### src/rtl/keychain_cmd_sequencer_if.sv
// Bundles the byte-level UART handshake and the cipher-core handshake seen by
// keychain_cmd_sequencer. The sequencer connects through the slave modport; the
// surrounding logic (UART, cipher core) uses the master modport.
interface keychain_cmd_sequencer_if #(
  parameter int KEY_BYTES = 4,
  parameter int MSG_BYTES = 2
);
  logic                   rx_valid_in;
  logic [7:0]             rx_data_in;
  logic [7:0]             tx_data_out;
  logic                   tx_valid_out;
  logic                   tx_ready_in;
  logic [KEY_BYTES*8-1:0] key_out;
  logic                   key_valid_out;
  logic [MSG_BYTES*8-1:0] msg_out;
  logic                   msg_valid_out;
  logic                   core_ready_in;
  logic [MSG_BYTES*8-1:0] result_in;
  logic                   result_valid_in;
  logic                   busy_out;

  modport slave (
    input  rx_valid_in, rx_data_in, tx_ready_in, core_ready_in, result_in, result_valid_in,
    output tx_data_out, tx_valid_out, key_out, key_valid_out, msg_out, msg_valid_out, busy_out
  );

  modport master (
    output rx_valid_in, rx_data_in, tx_ready_in, core_ready_in, result_in, result_valid_in,
    input  tx_data_out, tx_valid_out, key_out, key_valid_out, msg_out, msg_valid_out, busy_out
  );
endinterface

### src/rtl/keychain_cmd_sequencer.sv
// keychain_cmd_sequencer: parses framed host commands ('K' key load, 'E' encrypt,
// 'S' status), loads the key register, hands messages to the cipher core and
// streams results back out over the UART TX handshake. Payloads are big-endian.
// Optional build macro KEYCHAIN_SEQ_ACK_EN: ACK 0x06 after a key load and NAK 0x3F
// after a timeout abort; without it both cases are silent.
module keychain_cmd_sequencer #(
  parameter int KEY_BYTES      = 4,
  parameter int MSG_BYTES      = 2,
  parameter int TIMEOUT_CYCLES = 1_000_000
) (
  input logic                     clk_in,
  input logic                     rst_n_in,
  keychain_cmd_sequencer_if.slave bus
);
  localparam int KEY_W     = KEY_BYTES * 8;
  localparam int MSG_W     = MSG_BYTES * 8;
  localparam int MAX_BYTES = (KEY_BYTES > MSG_BYTES) ? KEY_BYTES : MSG_BYTES;
  localparam int SHIFT_W   = MAX_BYTES * 8;
  localparam int CNT_W     = $clog2(MAX_BYTES + 1);
  localparam int TMO_W     = $clog2(TIMEOUT_CYCLES + 1);

  localparam logic [7:0] OP_KEY  = 8'h4B;
  localparam logic [7:0] OP_ENC  = 8'h45;
  localparam logic [7:0] OP_STAT = 8'h53;
  localparam logic [7:0] NAK     = 8'h3F;
  localparam logic [7:0] ACK     = 8'h06;

  typedef enum logic [2:0] {IDLE, RX_KEY, RX_MSG, ISSUE, WAIT_RES, TX_RES, TX_ONE} state_t;

  state_t             state_reg, state_next;
  logic [CNT_W-1:0]   cnt_reg, cnt_next;
  logic [SHIFT_W-1:0] shift_reg, shift_next, shift_in;
  logic [KEY_W-1:0]   key_reg, key_next;
  logic               key_valid_reg, key_valid_next;
  logic [MSG_W-1:0]   msg_reg, msg_next;
  logic [MSG_W-1:0]   result_reg, result_next;
  logic [7:0]         tx_byte_reg, tx_byte_next;
  logic               is_status_reg, is_status_next;
  logic               key_loaded_reg, key_loaded_next;
  logic               err_reg, err_next;
  logic               overrun_reg, overrun_next;
  logic [TMO_W-1:0]   tmo_reg, tmo_next;
  logic               tx_fire, tmo_last;

  // Received byte shifted in at the LSB end so the first byte lands in the MSBs.
  generate
    if (SHIFT_W > 8) begin : g_shift_wide
      assign shift_in = {shift_reg[SHIFT_W-9:0], bus.rx_data_in};
    end else begin : g_shift_byte
      assign shift_in = bus.rx_data_in;
    end
  endgenerate

  assign tx_fire  = bus.tx_valid_out && bus.tx_ready_in;
  // True when one more idle cycle would reach the timeout limit.
  assign tmo_last = (tmo_reg >= TMO_W'(TIMEOUT_CYCLES - 1));

  // State and datapath registers; reset also wipes the key.
  always_ff @(posedge clk_in or negedge rst_n_in) begin
    if (!rst_n_in) begin
      state_reg      <= IDLE;
      cnt_reg        <= '0;
      shift_reg      <= '0;
      key_reg        <= '0;
      key_valid_reg  <= 1'b0;
      msg_reg        <= '0;
      result_reg     <= '0;
      tx_byte_reg    <= '0;
      is_status_reg  <= 1'b0;
      key_loaded_reg <= 1'b0;
      err_reg        <= 1'b0;
      overrun_reg    <= 1'b0;
      tmo_reg        <= '0;
    end else begin
      state_reg      <= state_next;
      cnt_reg        <= cnt_next;
      shift_reg      <= shift_next;
      key_reg        <= key_next;
      key_valid_reg  <= key_valid_next;
      msg_reg        <= msg_next;
      result_reg     <= result_next;
      tx_byte_reg    <= tx_byte_next;
      is_status_reg  <= is_status_next;
      key_loaded_reg <= key_loaded_next;
      err_reg        <= err_next;
      overrun_reg    <= overrun_next;
      tmo_reg        <= tmo_next;
    end
  end

  // Command parsing, transfer sequencing, timeout abort and flag bookkeeping.
  always_comb begin
    state_next      = state_reg;
    cnt_next        = cnt_reg;
    shift_next      = shift_reg;
    key_next        = key_reg;
    key_valid_next  = 1'b0;
    msg_next        = msg_reg;
    result_next     = result_reg;
    tx_byte_next    = tx_byte_reg;
    is_status_next  = is_status_reg;
    key_loaded_next = key_loaded_reg;
    err_next        = err_reg;
    overrun_next    = overrun_reg;
    tmo_next        = (tmo_reg == TMO_W'(TIMEOUT_CYCLES)) ? tmo_reg : tmo_reg + TMO_W'(1);

    case (state_reg)
      IDLE: begin
        tmo_next = '0;
        if (bus.rx_valid_in) begin
          case (bus.rx_data_in)
            OP_KEY: begin
              state_next = RX_KEY;
              cnt_next   = CNT_W'(KEY_BYTES);
            end
            OP_ENC: begin
              state_next = RX_MSG;
              cnt_next   = CNT_W'(MSG_BYTES);
            end
            OP_STAT: begin
              state_next     = TX_ONE;
              tx_byte_next   = {5'b0, overrun_reg, err_reg, key_loaded_reg};
              is_status_next = 1'b1;
            end
            default: begin
              state_next     = TX_ONE;
              tx_byte_next   = NAK;
              is_status_next = 1'b0;
              err_next       = 1'b1;
            end
          endcase
        end
      end
      RX_KEY, RX_MSG: begin
        if (bus.rx_valid_in) begin
          shift_next = shift_in;
          tmo_next   = '0;
          cnt_next   = cnt_reg - CNT_W'(1);
          if (cnt_reg == CNT_W'(1)) begin
            if (state_reg == RX_KEY) begin
              key_next        = shift_in[KEY_W-1:0];
              key_valid_next  = 1'b1;
              key_loaded_next = 1'b1;
`ifdef KEYCHAIN_SEQ_ACK_EN
              state_next      = TX_ONE;
              tx_byte_next    = ACK;
              is_status_next  = 1'b0;
`else
              state_next      = IDLE;
`endif
            end else if (key_loaded_reg) begin
              msg_next   = shift_in[MSG_W-1:0];
              state_next = ISSUE;
            end else begin
              state_next     = TX_ONE;
              tx_byte_next   = NAK;
              is_status_next = 1'b0;
              err_next       = 1'b1;
            end
          end
        end else if (tmo_last) begin
          err_next = 1'b1;
`ifdef KEYCHAIN_SEQ_ACK_EN
          state_next     = TX_ONE;
          tx_byte_next   = NAK;
          is_status_next = 1'b0;
`else
          state_next     = IDLE;
`endif
        end
      end
      ISSUE: begin
        if (bus.core_ready_in) begin
          state_next = WAIT_RES;
          tmo_next   = '0;
        end
      end
      WAIT_RES: begin
        if (bus.result_valid_in) begin
          result_next = bus.result_in;
          cnt_next    = CNT_W'(MSG_BYTES);
          state_next  = TX_RES;
        end else if (tmo_last) begin
          err_next = 1'b1;
`ifdef KEYCHAIN_SEQ_ACK_EN
          state_next     = TX_ONE;
          tx_byte_next   = NAK;
          is_status_next = 1'b0;
`else
          state_next     = IDLE;
`endif
        end
      end
      TX_RES: begin
        if (tx_fire) begin
          result_next = result_reg << 8;
          cnt_next    = cnt_reg - CNT_W'(1);
          if (cnt_reg == CNT_W'(1)) state_next = IDLE;
        end
      end
      TX_ONE: begin
        if (tx_fire) begin
          state_next = IDLE;
          // Only the flags the status byte actually reported are cleared.
          if (is_status_reg) begin
            err_next     = err_reg & ~tx_byte_reg[1];
            overrun_next = overrun_reg & ~tx_byte_reg[2];
          end
        end
      end
      default: state_next = IDLE;
    endcase

    // Bytes arriving while busy sending or waiting on the core are lost.
    if (bus.rx_valid_in && (state_reg == ISSUE || state_reg == WAIT_RES ||
                            state_reg == TX_RES || state_reg == TX_ONE)) begin
      overrun_next = 1'b1;
    end
  end

  assign bus.tx_valid_out  = (state_reg == TX_RES) || (state_reg == TX_ONE);
  assign bus.tx_data_out   = (state_reg == TX_RES) ? result_reg[MSG_W-1 -: 8] :
                             (state_reg == TX_ONE) ? tx_byte_reg : 8'h00;
  assign bus.key_out       = key_reg;
  assign bus.key_valid_out = key_valid_reg;
  assign bus.msg_out       = msg_reg;
  assign bus.msg_valid_out = (state_reg == ISSUE);
  assign bus.busy_out      = (state_reg != IDLE);
endmodule

### src/flat_wrapper.sv
// flat-port wrapper written by rule: the top's interface ports become plain ports
module keychain_cmd_sequencer_flat 
#(
  parameter int KEY_BYTES      = 4,
  parameter int MSG_BYTES      = 2,
  parameter int TIMEOUT_CYCLES = 1_000_000
)
  (clk_in, rst_n_in, bus_rx_valid_in, bus_rx_data_in, bus_tx_ready_in, bus_core_ready_in, bus_result_in, bus_result_valid_in, bus_tx_data_out, bus_tx_valid_out, bus_key_out, bus_key_valid_out, bus_msg_out, bus_msg_valid_out, bus_busy_out);
  keychain_cmd_sequencer_if #(.KEY_BYTES(KEY_BYTES), .MSG_BYTES(MSG_BYTES)) bus_i ();
  input logic clk_in;
  input logic rst_n_in;
  input wire logic [$bits(bus_i.rx_valid_in)-1:0] bus_rx_valid_in;
  input wire logic [$bits(bus_i.rx_data_in)-1:0] bus_rx_data_in;
  input wire logic [$bits(bus_i.tx_ready_in)-1:0] bus_tx_ready_in;
  input wire logic [$bits(bus_i.core_ready_in)-1:0] bus_core_ready_in;
  input wire logic [$bits(bus_i.result_in)-1:0] bus_result_in;
  input wire logic [$bits(bus_i.result_valid_in)-1:0] bus_result_valid_in;
  output wire logic [$bits(bus_i.tx_data_out)-1:0] bus_tx_data_out;
  output wire logic [$bits(bus_i.tx_valid_out)-1:0] bus_tx_valid_out;
  output wire logic [$bits(bus_i.key_out)-1:0] bus_key_out;
  output wire logic [$bits(bus_i.key_valid_out)-1:0] bus_key_valid_out;
  output wire logic [$bits(bus_i.msg_out)-1:0] bus_msg_out;
  output wire logic [$bits(bus_i.msg_valid_out)-1:0] bus_msg_valid_out;
  output wire logic [$bits(bus_i.busy_out)-1:0] bus_busy_out;
  assign bus_i.rx_valid_in = bus_rx_valid_in;
  assign bus_i.rx_data_in = bus_rx_data_in;
  assign bus_i.tx_ready_in = bus_tx_ready_in;
  assign bus_i.core_ready_in = bus_core_ready_in;
  assign bus_i.result_in = bus_result_in;
  assign bus_i.result_valid_in = bus_result_valid_in;
  assign bus_tx_data_out = bus_i.tx_data_out;
  assign bus_tx_valid_out = bus_i.tx_valid_out;
  assign bus_key_out = bus_i.key_out;
  assign bus_key_valid_out = bus_i.key_valid_out;
  assign bus_msg_out = bus_i.msg_out;
  assign bus_msg_valid_out = bus_i.msg_valid_out;
  assign bus_busy_out = bus_i.busy_out;
  keychain_cmd_sequencer #(.KEY_BYTES(KEY_BYTES), .MSG_BYTES(MSG_BYTES), .TIMEOUT_CYCLES(TIMEOUT_CYCLES)) u_core (.clk_in(clk_in), .rst_n_in(rst_n_in), .bus(bus_i));
endmodule
### config.mk
export PLATFORM = sky130hd
export DESIGN_NAME = keychain_cmd_sequencer_flat
export DESIGN_NICKNAME = d
export VERILOG_FILES = /design/src/rtl/keychain_cmd_sequencer_if.sv /design/src/rtl/keychain_cmd_sequencer.sv /design/src/flat_wrapper.sv
export SDC_FILE = /design/constraint.sdc
export NUM_CORES = 1
export LEC_CHECK = 0
export ABC_AREA = 0
export CORE_ASPECT_RATIO = 1.25
export CORE_UTILIZATION = 48
export DETAILED_ROUTE_END_ITERATION = 6
export MAX_ROUTING_LAYER = met4
export PLACE_DENSITY = 0.85
export SLEW_MARGIN = 15
export SYNTH_ARGS = -nofsm -noshare
export SYNTH_HDL_FRONTEND = slang
export SYNTH_SLANG_ARGS = --single-unit
### constraint.sdc
create_clock -name clk_in -period 1.8 [get_ports clk_in]
set_clock_uncertainty 0.15 [all_clocks]
set_input_delay 0.45 -clock clk_in [delete_from_list [all_inputs] [get_ports clk_in]]
set_output_delay 0.45 -clock clk_in [all_outputs]
set_load 0.01 [all_outputs]
==> results by group <==
Synthesis
  – Cell Area, Synth: between 5000 and 6000 um2
  – Synthesized area per cell: approximately 12 um2
  – FFs w/ async S/R, synth: between 90% and 100%
  – EDFF count, synth: 0
  – Syn nets: slightly above 500
  – Top_reg_cell synth: dfrtp_1
  – Compound-Gate Fraction of Synth Area: 8.51%
  – Xor/xnor cell area share of the yosys netlist: roughly 3.1%
  – Post-Synth Adder-Cell Area: 0.896%
  – Largest family of logic cells by synthesized area: multiplexers
  – Post-synthesis sequential element count: roughly 120
  – Post-synthesis sequential area ratio: between 50% and 60%
  – Ys Warns: 0
  – Synth Instances: 474
  – Simple-gate share of the synthesized area: 12.1%
  – Mux share of post-synthesis cell area: roughly 17%
  – Yosys cell types: 57

Clock network
  – Root Driver: clkbuf_16
  – CTS Buf Count: 17
  – Max Buffers Root-to-Sink: 2
  – CTS tree: built
  – H-tree depth: 4
  – Clk slew on worst S/H paths: approximately 0.060 ns
  – CTS Sinks: about 120
  – Worst skew pair latency: ~0.44 ns

Worst setup path
  – Slowest-stage cell, CP: xor2_1
  – Worst-path maximum fanout: 5
  – CP Launch Type: flop
  – Worst setup EP type: flop
  – R2r worst-path depth: 8
  – WP data arrival: between 2 and 2.5 ns
  – Kind of critical path: reg2reg
  – CP required: a little under 2 ns
  – CP cell instances: buf_4, buf_4, nand3_2, nor4_2, buf_4, nand3_1, xor2_1, nor2_4
  – Top cell by count, worst path: buf_4
  – CP max stage delay: 0.52 ns

Finish
  – Layout cells sized above 1: between 50% and 60%
  – Non-Filler Instances: approximately 840
  – Most frequent cells in the layout: dfrtp_1 (119), buf_4 (78), mux2_4 (58)
  – Most common cell after layout, fill and taps aside: dfrtp_1
  – Area added between synthesis and finish: 65.3%
  – Layout Nets: a little over 700
  – Fillers: between 500 and 600
  – Largest register FFs: 32

STA
  – Final min period: ~2.3 ns
  – Hold WS: about 0.32 ns
  – Setup total negative slack: -29.90 ns
  – Final Hold Fails: 0
  – Achievable Freq: between 400 and 500 MHz
  – Final worst-path cycle share: 130%
  – Slew headroom: between 50% and 60%
  – RSZ-0062 raised after global routing: true
  – Least-Margin Pin Slew: between 0.6 and 0.7 ns
  – Setup WS post-layout: -0.539 ns
  – # setup viols final: about 130
  – Fin. max-slew vios: 0

Placement
  – Routability cong.: slightly below 0.9
  – Pre-CTS setup slack: -0.723 ns
  – Detail Placement HPWL: slightly above 10000 um
  – IO Port Bufs: slightly below 90
  – Placed instance count: 751

Job
  – Max-Cap Viols: 0

Global route
  – Total global-route track usage: 37.9%
  – Vias in the first global route: between 5000 and 6000
  – Initial antenna violation count: 2
  – Global-route wire length before repair: roughly 33000 um
  – Largest net degree at the start of global routing: 48
  – Gr ovfl total: 0

Floorplanning
  – Die span in y: between 100 and 150 um
  – Site Rows: between 40 and 50
  – Die Width: between 90 and 100 um
  – Core Area: about 11000 um2
  – Num ports: 90
  – Initial core utilization: approximately half
  – Die area: 12100 um2

Power and ir drop
  – Reg power frac: a little under a third
  – Total power: 15.9 mW
  – Peak VDD IR: approximately 0.0014 V
  – Pwr dens: approximately 1700 nW/um2
  – Combinational power share: between 40% and 50%
  – Net Sw Frac: between 30% and 40%
  – Static leakage: ~4.5 nW
  – Clock power frac: between 20% and 30%
  – Sw power: ~6.2 mW
  – Internal: roughly 9.6 mW

Hold path
  – Hold/Removal Path Class: in2async

Run status
  – Failing checks: DRC, setup timing
  – Status: finished with violations

Drt
  – Routed length per instance: 31.8 um
  – Vias: between 5000 and 6000
  – Total Routed Length: 26600 um
  – 1st-pass router iterations: 7
  – Antenna Nets Post-Route: 0
  – Number of DRC markers in iteration 0: about 700
  – Vias/cell: a little under 7
  – DR DRC count: 9
[metrics by stage]
| stage | util (%) | instance area [um2] |
|---|---|---|
| global route | 82.5 | 9240 |
| CTS | 77.7 | 8690 |
| finish | 82.5 | 9240 |
| floorplan | - | 5710 |
| detailed placement | 65.0 | 7270 |
| global placement | 65.0 | 7270 |
[cells by family (layout without fill, tap and decap cells)]
| logic type | count (synthesis) | in the layout |
|---|---|---|
| AND/OR/NAND/NOR | 129 | 130 |
| AO/OA/AOI/OAI | 70 | 70 |
| XOR/XNOR | 20 | 20 |
| adder cells (fa/ha/maj) | 4 | 4 |
| other | 0 | 2 |
| multiplexers | 87 | 87 |
| buffers and inverters | 41 | 264 |
| flip-flops | 123 | 123 |
[power groups by stage]
stage / logic (mW) / clock network, mW / registers (mW)
floorplan: 2.40 / 0 / 4.39
CTS: 6.23 / 3.38 / 4.45
detailed placement: 4.77 / 0 / 4.42
finish: 7.60 / 3.51 / 4.75
global placement: 4.61 / 0 / 4.35
global route: 7.79 / 3.60 / 4.76
[synth_stat cells (3+ instances only)]
cell	instances	area share, %
xor2_1	11	1.7
inv_1	17	1.1
nor3b_1	3	0.40
nor2_1	37	2.5
dfrtp_1	123	55
clkbuf_1	11	0.74
nor3_1	9	0.81
a22o_1	8	1.3
buf_2	12	1.1
mux2_2	74	15
a22oi_1	3	0.40
nand3b_1	4	0.54
nand2b_1	5	0.56
mux2i_1	13	2.3
xnor2_1	9	1.4
o21ai_0	16	1.4
and3_1	8	0.90
nand4_1	6	0.67
ha_1	4	0.90
a211oi_1	3	0.40
nand3_1	17	1.5
a21oi_1	16	1.4
nor2b_1	4	0.45
nand2_1	21	1.4
[timing repair]
action / CTS / global route
gates cloned: 9 / 8
hold buffers: 1 / 0
gates resized for setup: 233 / 109
pin swaps: 25 / 41
endpoints found under the hold margin: 21 / 0
endpoints found under the setup margin: 173 / 131
buffers inserted: 24 / 18
[critical path, delay by kind of cell, from the launching register on]
kind / cells / cell delay, ns
XOR/XNOR: 1 / 0.52
buffers and inverters: 3 / 0.44
flip-flops: 1 / 0.38
AND/OR/NAND/NOR: 4 / 0.68
[final timing paths]
path / slack, ns / start / endpoint
max: -0.54 / u_core.tmo_reg[8]$_DFF_PN0_ / u_core.tmo_reg[13]$_DFF_PN0_
min: 0.32 / rst_n_in / u_core.result_reg[8]$_DFFE_PN0P_
max reg2reg: -0.54 / u_core.tmo_reg[8]$_DFF_PN0_ / u_core.tmo_reg[13]$_DFF_PN0_
min reg2reg: 0.35 / u_core.result_reg[5]$_DFFE_PN0P_ / u_core.result_reg[5]$_DFFE_PN0P_
max in group asynchronous: 0.59 / rst_n_in / u_core.shift_reg[22]$_DFFE_PN0P_
min in group clk_in: 0.35 / bus_rx_data_in[5] / u_core.bus.msg_out[5]$_DFFE_PN0P_
[routing by layer]
metal  part of all wire [%]  GRT usage (%)  vias up
li1                       -              -     2125
met2                     47           61.3      519
met4                     11           26.2        0
met1                     33           41.2     2763
met3                    9.8           9.79      241
met5                      0              -        -
[final cells by class]
type	count	area (um2)	area share, %
clock inverter	15	151	1.64
multi-input combinational	311	3170	34.3
sequential	123	3080	33.4
inverter	18	67.6	0.731
timing repair buffer	214	2170	23.5
clock buffer	17	425	4.61
tap	135	169	1.83
antenna	2	5.00	0.0542
Power figures use the tool's default switching activity.
